--- config.mk ---
export PLATFORM = sky130hd
export DESIGN_NAME = mc_ctrl
export DESIGN_NICKNAME = d
export VERILOG_FILES = /design/src/rtl/mc_ctrl.sv
export SDC_FILE = /design/constraint.sdc
export NUM_CORES = 1
export LEC_CHECK = 0
export BUFFER_PORTS_ARGS = -buffer_cell sky130_fd_sc_hd__buf_2
export CORE_AREA = 2 2 39 41
export CTS_CLUSTER_SIZE = 28
export DETAILED_ROUTE_END_ITERATION = 10
export DIE_AREA = 0 0 41 43
export GPL_TIMING_DRIVEN = 0
export PLACE_DENSITY_LB_ADDON = 0.05
export SLEW_MARGIN = 10
export SYNTH_ARGS = -nofsm -noshare
export SYNTH_HDL_FRONTEND = slang
export SYNTH_SLANG_ARGS = --single-unit
--- constraint.sdc ---
create_clock -name clock -period 2.8 [get_ports clock]
set_clock_uncertainty 0.15 [all_clocks]
set_input_delay 0.28 -clock clock [delete_from_list [all_inputs] [get_ports clock]]
set_output_delay 0.28 -clock clock [all_outputs]
set_load 0.01 [all_outputs]
--- src/rtl/mc_ctrl.sv ---
// Multi-cycle controller FSM: IF/ID/EX/MEM/WB sequencing for the datapath.
// Define MC_CTRL_MEM_WAIT_EN to add mem_ready and stretch MEM until it is high.
module mc_ctrl #(
    parameter int STATE_W = 3
) (
    input  logic               clock,
    input  logic               reset,
    input  logic [5:0]         op,
    input  logic [5:0]         funct,
    input  logic               zero,
`ifdef MC_CTRL_MEM_WAIT_EN
    input  logic               mem_ready,
`endif
    output logic               pc_write,
    output logic [1:0]         pc_src,
    output logic               ir_write,
    output logic               reg_write,
    output logic               mem_write,
    output logic               s_num_write,
    output logic               s_b,
    output logic               s_ext,
    output logic               s_data_write,
    output logic [3:0]         aluop,
    output logic [STATE_W-1:0] state,
    output logic               done,
    output logic               illegal
);

    localparam logic [3:0] ALU_ADD = 4'b0000;
    localparam logic [3:0] ALU_SUB = 4'b0001;
    localparam logic [3:0] ALU_AND = 4'b0010;
    localparam logic [3:0] ALU_OR  = 4'b0011;
    localparam logic [3:0] ALU_SLT = 4'b0100;

    localparam logic [5:0] OP_R     = 6'b000000;
    localparam logic [5:0] OP_J     = 6'b000010;
    localparam logic [5:0] OP_BEQ   = 6'b000100;
    localparam logic [5:0] OP_ADDI  = 6'b001000;
    localparam logic [5:0] OP_ADDIU = 6'b001001;
    localparam logic [5:0] OP_ORI   = 6'b001101;
    localparam logic [5:0] OP_LW    = 6'b100011;
    localparam logic [5:0] OP_SW    = 6'b101011;

    typedef enum logic [STATE_W-1:0] {
        S_IF  = STATE_W'(0),
        S_ID  = STATE_W'(1),
        S_EX  = STATE_W'(2),
        S_MEM = STATE_W'(3),
        S_WB  = STATE_W'(4)
    } state_t;

    state_t state_q, state_d;

    logic       ready;
    logic       r_ok;
    logic [3:0] r_alu;
    logic       is_r, is_ialu, is_ori, is_lw, is_sw, is_beq, is_j;
    logic       legal;
    logic [3:0] ex_alu;
    logic       ex_s_b, ex_s_ext;

    logic       pc_write_c, ir_write_c, reg_write_c, mem_write_c;
    logic [1:0] pc_src_c;
    logic       s_num_write_c, s_b_c, s_ext_c, s_data_write_c;
    logic [3:0] aluop_c;
    logic       done_c, illegal_c;

`ifdef MC_CTRL_MEM_WAIT_EN
    assign ready = mem_ready;
`else
    assign ready = 1'b1;
`endif

    always_comb begin
        r_ok  = 1'b1;
        r_alu = ALU_ADD;
        case (funct)
            6'b100001: r_alu = ALU_ADD;
            6'b100011: r_alu = ALU_SUB;
            6'b100100: r_alu = ALU_AND;
            6'b100101: r_alu = ALU_OR;
            6'b101010: r_alu = ALU_SLT;
            default:   r_ok  = 1'b0;
        endcase
    end

    assign is_r    = (op == OP_R) && r_ok;
    assign is_ialu = (op == OP_ADDI) || (op == OP_ADDIU);
    assign is_ori  = (op == OP_ORI);
    assign is_lw   = (op == OP_LW);
    assign is_sw   = (op == OP_SW);
    assign is_beq  = (op == OP_BEQ);
    assign is_j    = (op == OP_J);
    assign legal   = is_r | is_ialu | is_ori | is_lw | is_sw | is_beq | is_j;

    // ALU setup chosen in EX and held through MEM/WB so operands stay stable.
    always_comb begin
        ex_alu = ALU_ADD;
        unique case (1'b1)
            is_r:    ex_alu = r_alu;
            is_ori:  ex_alu = ALU_OR;
            is_beq:  ex_alu = ALU_SUB;
            default: ex_alu = ALU_ADD;
        endcase
    end

    assign ex_s_b   = is_ialu | is_ori | is_lw | is_sw;
    assign ex_s_ext = is_ialu | is_lw | is_sw;

    always_comb begin
        state_d        = state_q;
        pc_write_c     = 1'b0;
        pc_src_c       = 2'b00;
        ir_write_c     = 1'b0;
        reg_write_c    = 1'b0;
        mem_write_c    = 1'b0;
        s_num_write_c  = 1'b0;
        s_b_c          = 1'b0;
        s_ext_c        = 1'b0;
        s_data_write_c = 1'b0;
        aluop_c        = ALU_ADD;
        done_c         = 1'b0;
        illegal_c      = 1'b0;
        unique case (state_q)
            S_IF: begin
                ir_write_c = 1'b1;
                pc_write_c = 1'b1;
                state_d    = S_ID;
            end
            S_ID: begin
                if (is_j) begin
                    pc_write_c = 1'b1;
                    pc_src_c   = 2'b10;
                    done_c     = 1'b1;
                    state_d    = S_IF;
                end else if (!legal) begin
                    illegal_c = 1'b1;
                    done_c    = 1'b1;
                    state_d   = S_IF;
                end else begin
                    state_d = S_EX;
                end
            end
            S_EX: begin
                aluop_c = ex_alu;
                s_b_c   = ex_s_b;
                s_ext_c = ex_s_ext;
                if (is_beq) begin
                    pc_write_c = zero;
                    pc_src_c   = {1'b0, zero};
                    done_c     = 1'b1;
                    state_d    = S_IF;
                end else if (is_lw || is_sw) begin
                    state_d = S_MEM;
                end else if (is_r || is_ialu || is_ori) begin
                    state_d = S_WB;
                end else begin
                    state_d = S_IF;
                end
            end
            S_MEM: begin
                aluop_c = ex_alu;
                s_b_c   = ex_s_b;
                s_ext_c = ex_s_ext;
                if (is_sw) begin
                    mem_write_c = 1'b1;
                    if (ready) begin
                        done_c  = 1'b1;
                        state_d = S_IF;
                    end
                end else if (is_lw) begin
                    if (ready) state_d = S_WB;
                end else begin
                    state_d = S_IF;
                end
            end
            S_WB: begin
                aluop_c        = ex_alu;
                s_b_c          = ex_s_b;
                s_ext_c        = ex_s_ext;
                reg_write_c    = 1'b1;
                s_num_write_c  = is_r;
                s_data_write_c = is_lw;
                done_c         = 1'b1;
                state_d        = S_IF;
            end
            default: state_d = S_IF;
        endcase
    end

    always_ff @(posedge clock) begin
        if (!reset) state_q <= S_IF;
        else        state_q <= state_d;
    end

    // Reset forces every output low, including the debug state.
    assign pc_write     = reset & pc_write_c;
    assign pc_src       = reset ? pc_src_c : 2'b00;
    assign ir_write     = reset & ir_write_c;
    assign reg_write    = reset & reg_write_c;
    assign mem_write    = reset & mem_write_c;
    assign s_num_write  = reset & s_num_write_c;
    assign s_b          = reset & s_b_c;
    assign s_ext        = reset & s_ext_c;
    assign s_data_write = reset & s_data_write_c;
    assign aluop        = reset ? aluop_c : 4'b0000;
    assign state        = reset ? state_q : '0;
    assign done         = reset & done_c;
    assign illegal      = reset & illegal_c;

endmodule

After elaboration in Yosys (flattened, before gate mapping)
Cells that the tools add are included.
{ "word_totals": {"ff_bits": 3, "input_bits": 15, "out_inout_bits": 19, "word_cells": 82} }
{ "op_classes": {"n_eq_ne": 16, "n_mux": 35, "n_bitwise": 21, "reduce_logical": 9} }
{ "op_table": {"columns": ["operator", "n"], "rows": [
  ["6-bit == test, second input constant", 7],
  ["3-bit case mux with 4 select lines", 2],
  ["6-bit by 4-bit == test with 1-bit output, second input constant", 3],
  ["3-bit 2-to-1 mux", 6],
  ["1-bit 2-to-1 mux", 17],
  ["4-bit case mux with 3 select lines", 1],
  ["1-bit OR", 11],
  ["1-bit bitwise AND", 10],
  ["2-bit 2-to-1 mux", 4],
  ["4-bit 2-to-1 mux", 2],
  ["3-bit by 2-bit == test with 1-bit output, second input constant", 2],
  ["6-bit by 2-bit == test with 1-bit output, second input constant", 1],
  ["6-bit by 3-bit == test with 1-bit output, second input constant", 1],
  ["6-bit zero test", 1],
  ["5-bit OR reduction", 1],
  ["1-bit logical OR", 4],
  ["1-bit case mux with 4 select lines", 1],
  ["2-bit case mux with 2 select lines", 1],
  ["3-bit by 1-bit == test with 1-bit output, second input constant", 1],
  ["3-bit == test, second input constant", 1],
  ["3-bit zero test", 1],
  ["1-bit case mux with 3 select lines", 1],
  ["3-bit OR reduction", 1],
  ["1-bit logical AND", 1]
]} }

Longest topological paths before layout
Gate-level depths: netlist of the first run.
{ "depth": {"depth_word": 14, "depth_mapped": 5, "mapped_depth_nobuf": 5} }

Least setup slack after synthesis of the first run
OpenSTA, ideal clock, no wires.
{ "synth_path": {"kind": "in2out", "from": "input port funct[4]", "to": "output port s_num_write", "arrival_time_ns": 1.580, "t_required_ns": 2.370, "setup_slack_ns": 0.790, "stages": 3, "path_buffers": 0, "path_cell_list": "nand2b_4 > or4_4 > a2111oi_0"} }
{ "synth_via": {"elab_chain_cells": 6, "word_cells_on_any_way": 10, "cone_classes": "eq/ne: 5; mux: 2; bitwise: 1; reduce/logical: 2"} }
{ "synth_rtl": {"columns": ["item", "line", "source"], "rows": [
  ["start: declaration", "9", "input logic [5:0] funct,"],
  ["6-bit == test", "77", "case (funct)"],
  ["5-bit OR reduction (no line) (*)", null, null],
  ["1-bit 2-to-1 mux (*)", "77", null],
  ["1-bit logical AND (*)", "87", "assign is_r = (op == OP_R) && r_ok;"],
  ["1-bit 2-to-1 mux (*)", "124", "unique case (state_q)"],
  ["1-bit bitwise AND (*)", "202", "assign s_num_write = reset & s_num_write_c;"],
  ["end: declaration", "19", "output logic s_num_write,"]
]} }
Every way passes the cells marked *; elsewhere a longest branch is shown, timed or not.

Worst setup path after layout of the first run
{ "layout_path": {"from": "input port funct[4]", "to": "output port illegal"} }
{ "layout_via": {"elab_chain_cells": 14, "word_cells_on_any_way": 18, "cone_classes": "eq/ne: 5; mux: 4; bitwise: 7; reduce/logical: 2"} }
{ "layout_rtl": {"columns": ["item", "line", "source"], "rows": [
  ["6-bit == test", "77", null],
  ["5-bit OR reduction (no line) (*)", null, null],
  ["1-bit 2-to-1 mux (*)", "77", null],
  ["1-bit logical AND (*)", "87", null],
  ["1-bit OR (*) (6 in series)", "94", "assign legal = is_r | is_ialu | is_ori | is_lw | is_sw | is_beq | is_j;"],
  ["1-bit 2-to-1 mux (*)", "136", "end else if (!legal) begin"],
  ["1-bit 2-to-1 mux (*)", "131", "if (is_j) begin"],
  ["1-bit 2-to-1 mux (*)", "124", null],
  ["1-bit bitwise AND (*)", "209", "assign illegal = reset & illegal_c;"],
  ["end: declaration", "26", "output logic illegal"]
]} }
Marks and branches as above.

==> results of run 1 <==
kinds of logic after synthesis:
kind of cell / after synthesis
flops: 3
compound gates: 19
other cells: 1
simple gates: 51
buf+inv: 6
xor+xnor: 1
mux: 1
power by group:
part	switching, mW	internal [mW]
sequential	0.000391	0.0443
clock	0.0211	0.0533
combinational	0.0341	0.0265
total	0.0556	0.124
per-stage QoR:
step / hold WS, ns / util, % / std cells / total power, mW / area [sq um]
6_report: 0.282 / 51.8 / 134 / 0.180 / 717
5_1_grt: 0.321 / 51.8 / 134 / 0.195 / 717
4_1_cts: 0.280 / 51.8 / 134 / 0.183 / 717
3_5_place_dp: 0.464 / 49.9 / 130 / 0.106 / 691
3_3_place_gp: 0.475 / 49.9 / 130 / 0.105 / 691
2_1_floorplan: 0.348 / - / 82 / 0.0800 / 510
final cells by class:
| class | count | area, sq um |
|---|---|---|
| Fill cell | 155 | 667 |
| Inverter | 2 | 7.51 |
| Tap cell | 16 | 20.0 |
| Clock buffer | 4 | 26.3 |
| Multi-Input combinational cell | 73 | 424 |
| Timing Repair Buffer | 32 | 160 |
| Buffer | 4 | 18.8 |
| Sequential cell | 3 | 60.1 |
critical path: stages:
cell and delay (ns):
buf_2 0.09, nand2b_4 0.14, or4_4 0.50, a31oi_1 0.16
a21oi_1 0.12, and3_1 0.22, buf_2 0.13
routing by layer:
layer	part of all wire (%)	GRT usage [%]
met3	5.9	1.57
met1	44	24.2
met4	0	10.0
met5	0	0
met2	51	30.9
synth_stat cells (2+ instances only):
library cell / count
a31oi_1: 2
o21ai_0: 3
o22ai_1: 2
nand3_1: 3
clkbuf_1: 2
a21oi_1: 7
or3_1: 4
nand2b_1: 5
inv_1: 2
nor2_1: 10
nor3_1: 6
nand2_1: 8
dfxtp_1: 3
and2_1: 3
nand4_1: 2
cells in the final DEF (no fill, tap or decap), types with 2 or more instances in the layout:
master / n
and2_1: 3
dfxtp_1: 3
nand2_1: 8
nand4_1: 2
o22ai_1: 2
nor2_1: 10
nand3_1: 3
a21oi_1: 7
nand2b_1: 5
buf_2: 32
clkbuf_4: 3
o21ai_0: 3
nor3_1: 6
a31oi_1: 2
inv_1: 2
or3_1: 4
clkbuf_1: 3
worst paths after layout:
| kind | slack, ns | start | cells after the start | to |
|---|---|---|---|---|
| max | 0.72 | funct[4] | 7 | illegal |
| min | 0.28 | op[4] | 4 | state_q[2] |
| max reg2reg | 1.44 | state_q[2] | 4 | state_q[1] |
| min reg2reg | 0.48 | state_q[1] | 2 | state_q[1] |
==> results.json, run 1 <==
{
  "status": "finished clean",
  "track_usage_pct": 19.3,
  "synth_top_family_by_area": "simple AND/OR/NAND/NOR gates",
  "dp_slack_ns": 0.736,
  "syn_area_per_cell_sq_um": 6.23,
  "synth_edf_count": 0,
  "syn_inst": 82,
  "postCtsSetupBuffers": 0,
  "clk_latency_ns": 0.23,
  "die_area_sq_um": 1760,
  "synth-compound-area-share_pct": 22.5,
  "post_cts_resized": 0,
  "synth.top_cell.area_share_pct": 11.8,
  "fin_nets": 134,
  "drc_errors": 0,
  "synthSimpleGateAreaFrac_pct": 55.9,
  "cts_tree": "done",
  "numCtsBuffers": 3,
  "setup_tns_ns": 0,
  "period_needed_ns": 2.08,
  "ant_nets": 0,
  "synthArstFlopShare_pct": 0,
  "crit_type": "in2out",
  "hold_viol_final": 0,
  "cap_violations": 0,
  "vias_per_cell": 5.34,
  "hp-class": "in2reg",
  "largest_reg_flops": 3,
  "reg_top3": "state_q: 3 flops",
  "ys_seq_area_share_pct": 11.8,
  "num_rows": 14,
  "top_register": "state_q",
  "syn_nets": 97,
  "grt_max_degree": 11,
  "start_util_pct": 36.9,
  "yosys.area.top_type": "dfxtp_1",
  "synth.distinct_cells": 35,
  "drive_gt1_share_pct": 34.7,
  "wirelength_microns": 1490,
  "cp-end-kind": "output port",
  "arrival_ns": 1.65,
  "antennaDiodeCount": 0,
  "die_w_microns": 41,
  "dp_hpwl_microns": 1190,
  "area_growth_syn_to_layout_pct": 40.4,
  "worst_slack_ns": 0.723,
  "fmax_mhz": 482,
  "antenna_found_initial": 0,
  "clockRootBuffer": "clkbuf_4",
  "clk_path_buf_depth": 2,
  "fp.dieH_microns": 43,
  "drt_iter0_drc": 25,
  "setup_viol": 0,
  "max-vdd-ir-drop_v": 0.000133,
  "period_share_pct": 74.2,
  "synth_warnings": 0,
  "synthFlopType": "dfxtp_1",
  "port_buffers": 32,
  "cp.required_ns": 2.37,
  "drt-wirelength-per-cell_microns": 11.1,
  "yosys.area_share.adder_pct": 0,
  "drt-pass1-iter-count": 4,
  "rsz0062_at_grt": "no",
  "synthTopCellsByArea": "dfxtp_1 12%, nor2_1 7.4%, a21oi_1 6.9%, nand2b_1 6.1%, nor3_1 5.9%",
  "drv_slew": 0,
  "worstSetupStartpointType": "primary input",
  "via_count": 716,
  "cts.sinks": 3,
  "leakage_nw": 0.342,
  "htree_levels": 1,
  "clk_pin_slew_ns": 0.03,
  "io_pins": 34,
  "coreArea_sq_um": 1380,
  "gp_congestion": 0.768,
  "muxShareOfSynthArea_pct": 2.21,
  "cp_max_fo": 4,
  "synth_area_sq_um": 510,
  "ctsHoldBuffers": 0,
  "grt_pass1_vias": 609,
  "power.density_nw_per_um2": 251,
  "grt_overflow": 0,
  "synth-xor-area-share_pct": 1.72,
  "grt_pass1_wl_microns": 2420,
  "ys_ff_latch": 3
}
Power figures use the tool's default switching activity.
==> run 2: changes to the inputs <==
--- a/config.mk
+++ b/config.mk
@@ -5,11 +5,12 @@
 export SDC_FILE = /design/constraint.sdc
 export NUM_CORES = 1
 export LEC_CHECK = 0
+export ABC_AREA = 1
 export BUFFER_PORTS_ARGS = -buffer_cell sky130_fd_sc_hd__buf_2
-export CORE_AREA = 2 2 39 41
+export CORE_MARGIN = 2
+export CORE_UTILIZATION = 42
 export CTS_CLUSTER_SIZE = 28
 export DETAILED_ROUTE_END_ITERATION = 10
-export DIE_AREA = 0 0 41 43
 export GPL_TIMING_DRIVEN = 0
 export PLACE_DENSITY_LB_ADDON = 0.05
 export SLEW_MARGIN = 10
==> constraint.sdc (replaced) <==
create_clock -name clock -period 2 [get_ports clock]
set_clock_uncertainty 0.15 [all_clocks]
set_input_delay 0.2 -clock clock [delete_from_list [all_inputs] [get_ports clock]]
set_output_delay 0.2 -clock clock [all_outputs]
set_load 0.01 [all_outputs]
==> run 2 against run 1 <==
Routed wire length is 7.0% lower. Cell count is 19% higher. Combinational power is 33% higher. Sequential cell count stayed put. Die area is 6.1% lower. Register-to-register slack worse by 0.55 ns. Sequential share of layout area is 0.64 points lower. Non-clock buffer count is 3 lower. Via count is 4.2% higher. Total power is 39% higher. Largest cell class unchanged. Highest routed layer is now met4.
==> results.json, run 2 <==
{
  "yosysMostFrequentCell": "inv_1",
  "reg2reg_depth": 5,
  "synth_common_cells": "28 x inv_1, 16 x nor2_1, 15 x nand2_1, 12 x nand3_1",
  "num_rows": 13,
  "io_pins": 34,
  "max-vdd-ir-drop_v": 0.000158,
  "reg_top3": "state_q: 3 flops",
  "fin_nets": 161,
  "grt_max_degree": 8,
  "worst_slack_ns": 0.181,
  "track_usage_pct": 18.6,
  "r2r_end": "state_q[0]",
  "cp_max_fo": 6,
  "coreArea_sq_um": 1280,
  "top_register": "state_q",
  "cts_tree": "done",
  "ant_nets": 0,
  "vias_per_cell": 4.66,
  "largest_reg_flops": 3,
  "synth_edf_count": 0,
  "fp.dieH_microns": 40.7,
  "arrival_ns": 1.47,
  "grt_pass1_vias": 571,
  "cp.depth": 8,
  "synth_warnings": 0,
  "synthTopCellsByArea": "inv_1 19%, dfxtp_1 11%, nand3_1 11%, nor2_1 11%, nand2_1 10%",
  "status": "finished clean",
  "critPathCapture": "aluop[0]",
  "antenna_found_initial": 0,
  "synthFlopType": "dfxtp_1",
  "syn_area_per_cell_sq_um": 5.19,
  "synth_area_sq_um": 566,
  "layout_common_cells": "32 x buf_2, 27 x inv_1, 16 x nor2_1",
  "synth.top_cell.area_share_pct": 18.6,
  "clk_pin_slew_ns": 0.04,
  "crit_family": "simple AND/OR/NAND/NOR gates",
  "power.density_nw_per_um2": 322,
  "cp-end-kind": "output port",
  "syn_nets": 124,
  "area_growth_syn_to_layout_pct": 37.2,
  "worstSetupStartpointType": "flip-flop",
  "cp.required_ns": 1.65,
  "cap_violations": 0,
  "die_w_microns": 40.7,
  "hold_viol_final": 0,
  "reg2reg_slack_ns": 0.89,
  "cpMostUsedCell": "nor2_2",
  "startpoint": "state_q[1]",
  "cp_num_buf_inv": 2,
  "synthArstFlopShare_pct": 0,
  "period_needed_ns": 1.82,
  "numCtsBuffers": 3,
  "drive_gt1_share_pct": 36.6,
  "ys_ff_latch": 3,
  "r2r_start": "state_q[2]",
  "drt-pass1-iter-count": 4,
  "clockRootBuffer": "clkbuf_4",
  "syn_inst": 109,
  "crit_type": "reg2out",
  "final_common_cell": "buf_2",
  "grt_pass1_wl_microns": 2040,
  "rsz0062_at_grt": "no",
  "yosys.area.top_type": "inv_1",
  "synth.distinct_cells": 23,
  "clk_path_buf_depth": 2,
  "htree_levels": 1,
  "via_count": 746,
  "critPathSlowestCell": "dfxtp_1",
  "dp_slack_ns": 0.355,
  "cpPeakStageDelay_ns": 0.35,
  "dp_hpwl_microns": 1180,
  "leakage_nw": 0.523,
  "setup_viol": 0,
  "drv_slew": 0,
  "setup_tns_ns": 0,
  "start_util_pct": 44.0,
  "drt-wirelength-per-cell_microns": 8.64,
  "hp-class": "in2reg",
  "path_cells": "inv_1 -> nand2_1 -> nor2_2 -> a21oi_1 -> nor2_2 -> nand3_2 -> o21ai_1 -> buf_2",
  "drc_errors": 0,
  "die_area_sq_um": 1660,
  "period_share_pct": 91.0,
  "drt_iter0_drc": 13,
  "wirelength_microns": 1380,
  "antennaDiodeCount": 0,
  "grt_overflow": 0,
  "gp_congestion": 0.843,
  "clk_latency_ns": 0.23,
  "ctsHoldBuffers": 0,
  "cts.sinks": 3,
  "fmax_mhz": 550,
  "port_buffers": 32,
  "finalPower_mw": 0.250,
  "ys_seq_area_share_pct": 10.6
}
==> run 2: cell count changes in the layout (fill, tap and decap cells not counted), moves of 5 or more <==
cell and delta:
inv_1 +25, nand3_1 +8, nand2_1 +7, nor2_1 +6, nand2b_1 -5, nor2_2 +5
==> run 2: what timing repair did <==
action | CTS | global route
endpoints found under the hold margin | 0 | 0
gates resized for setup | 0 | 2
setup endpoints to repair | 0 | 1
buffers inserted | 0 | 0
==> run 2: worst min-delay path, cell delays in order <==
cell	delay, ns
buf_2	0.10
nor2_1	0.07
nand3_1	0.08
a21oi_1	0.06
==> run 2: logic make-up after synthesis <==
kind of cell / after synthesis / share of synthesized area (%)
flops: 3 / 10.6
simple gates: 63 / 55.1
other cells: 1 / 0.663
buf+inv: 30 / 20.6
compound gates: 11 / 11.5
xor+xnor: 1 / 1.55
==> run 2: per-stage QoR <==
stage / cells / hold WS [ns] / utilization, % / area, sq um
finish: 160 / 0.186 / 60.4 / 776
floorplan: 109 / 0.265 / - / 566
CTS: 160 / 0.181 / 60.0 / 771
global placement: 156 / 0.422 / 57.9 / 744
detailed placement: 156 / 0.418 / 57.9 / 744
global route: 160 / 0.213 / 60.4 / 776
==> run 2: per-layer routing <==
| layer | GRT usage (%) | up-vias | part of all wire [%] |
|---|---|---|---|
| met5 | 0 | - | 0 |
| met4 | 10.8 | 0 | 0.87 |
| met3 | 3.26 | 2 | 5.1 |
| met2 | 31.7 | 28 | 46 |
| met1 | 21.4 | 308 | 47 |
| li1 | - | 408 | - |
==> run 2: cell type report <==
class | instances | area [sq um]
fill | 142 | 509
sequential | 3 | 60.1
clock buffer | 4 | 26.3
tap | 15 | 18.8
inverter | 29 | 109
timing repair buffer | 32 | 160
multi-input combinational | 76 | 394
buffer | 1 | 7.51
==> run 2: how the worst min path moves through the flow <==
stage                            end  depth (start not counted)  slack [ns]  start
after detailed placement  state_q[2]                          4        0.42  op[4]
after global routing      state_q[2]                          4        0.21  op[4]
after global placement    state_q[2]                          4        0.42  op[4]
after CTS                 state_q[2]                          4        0.18  op[4]
after floorplan           state_q[1]                          2        0.27  reset
final                     state_q[2]                          4        0.19  op[4]
==> run 2: report_power, final <==
| group | total (mW) | switching [mW] | internal, mW |
|---|---|---|---|
| Combinational | 0.0807 | 0.0497 | 0.0310 |
| Sequential | 0.0639 | 0.00180 | 0.0621 |
| Clock | 0.105 | 0.0303 | 0.0747 |
| Total | 0.250 | 0.0818 | 0.168 |
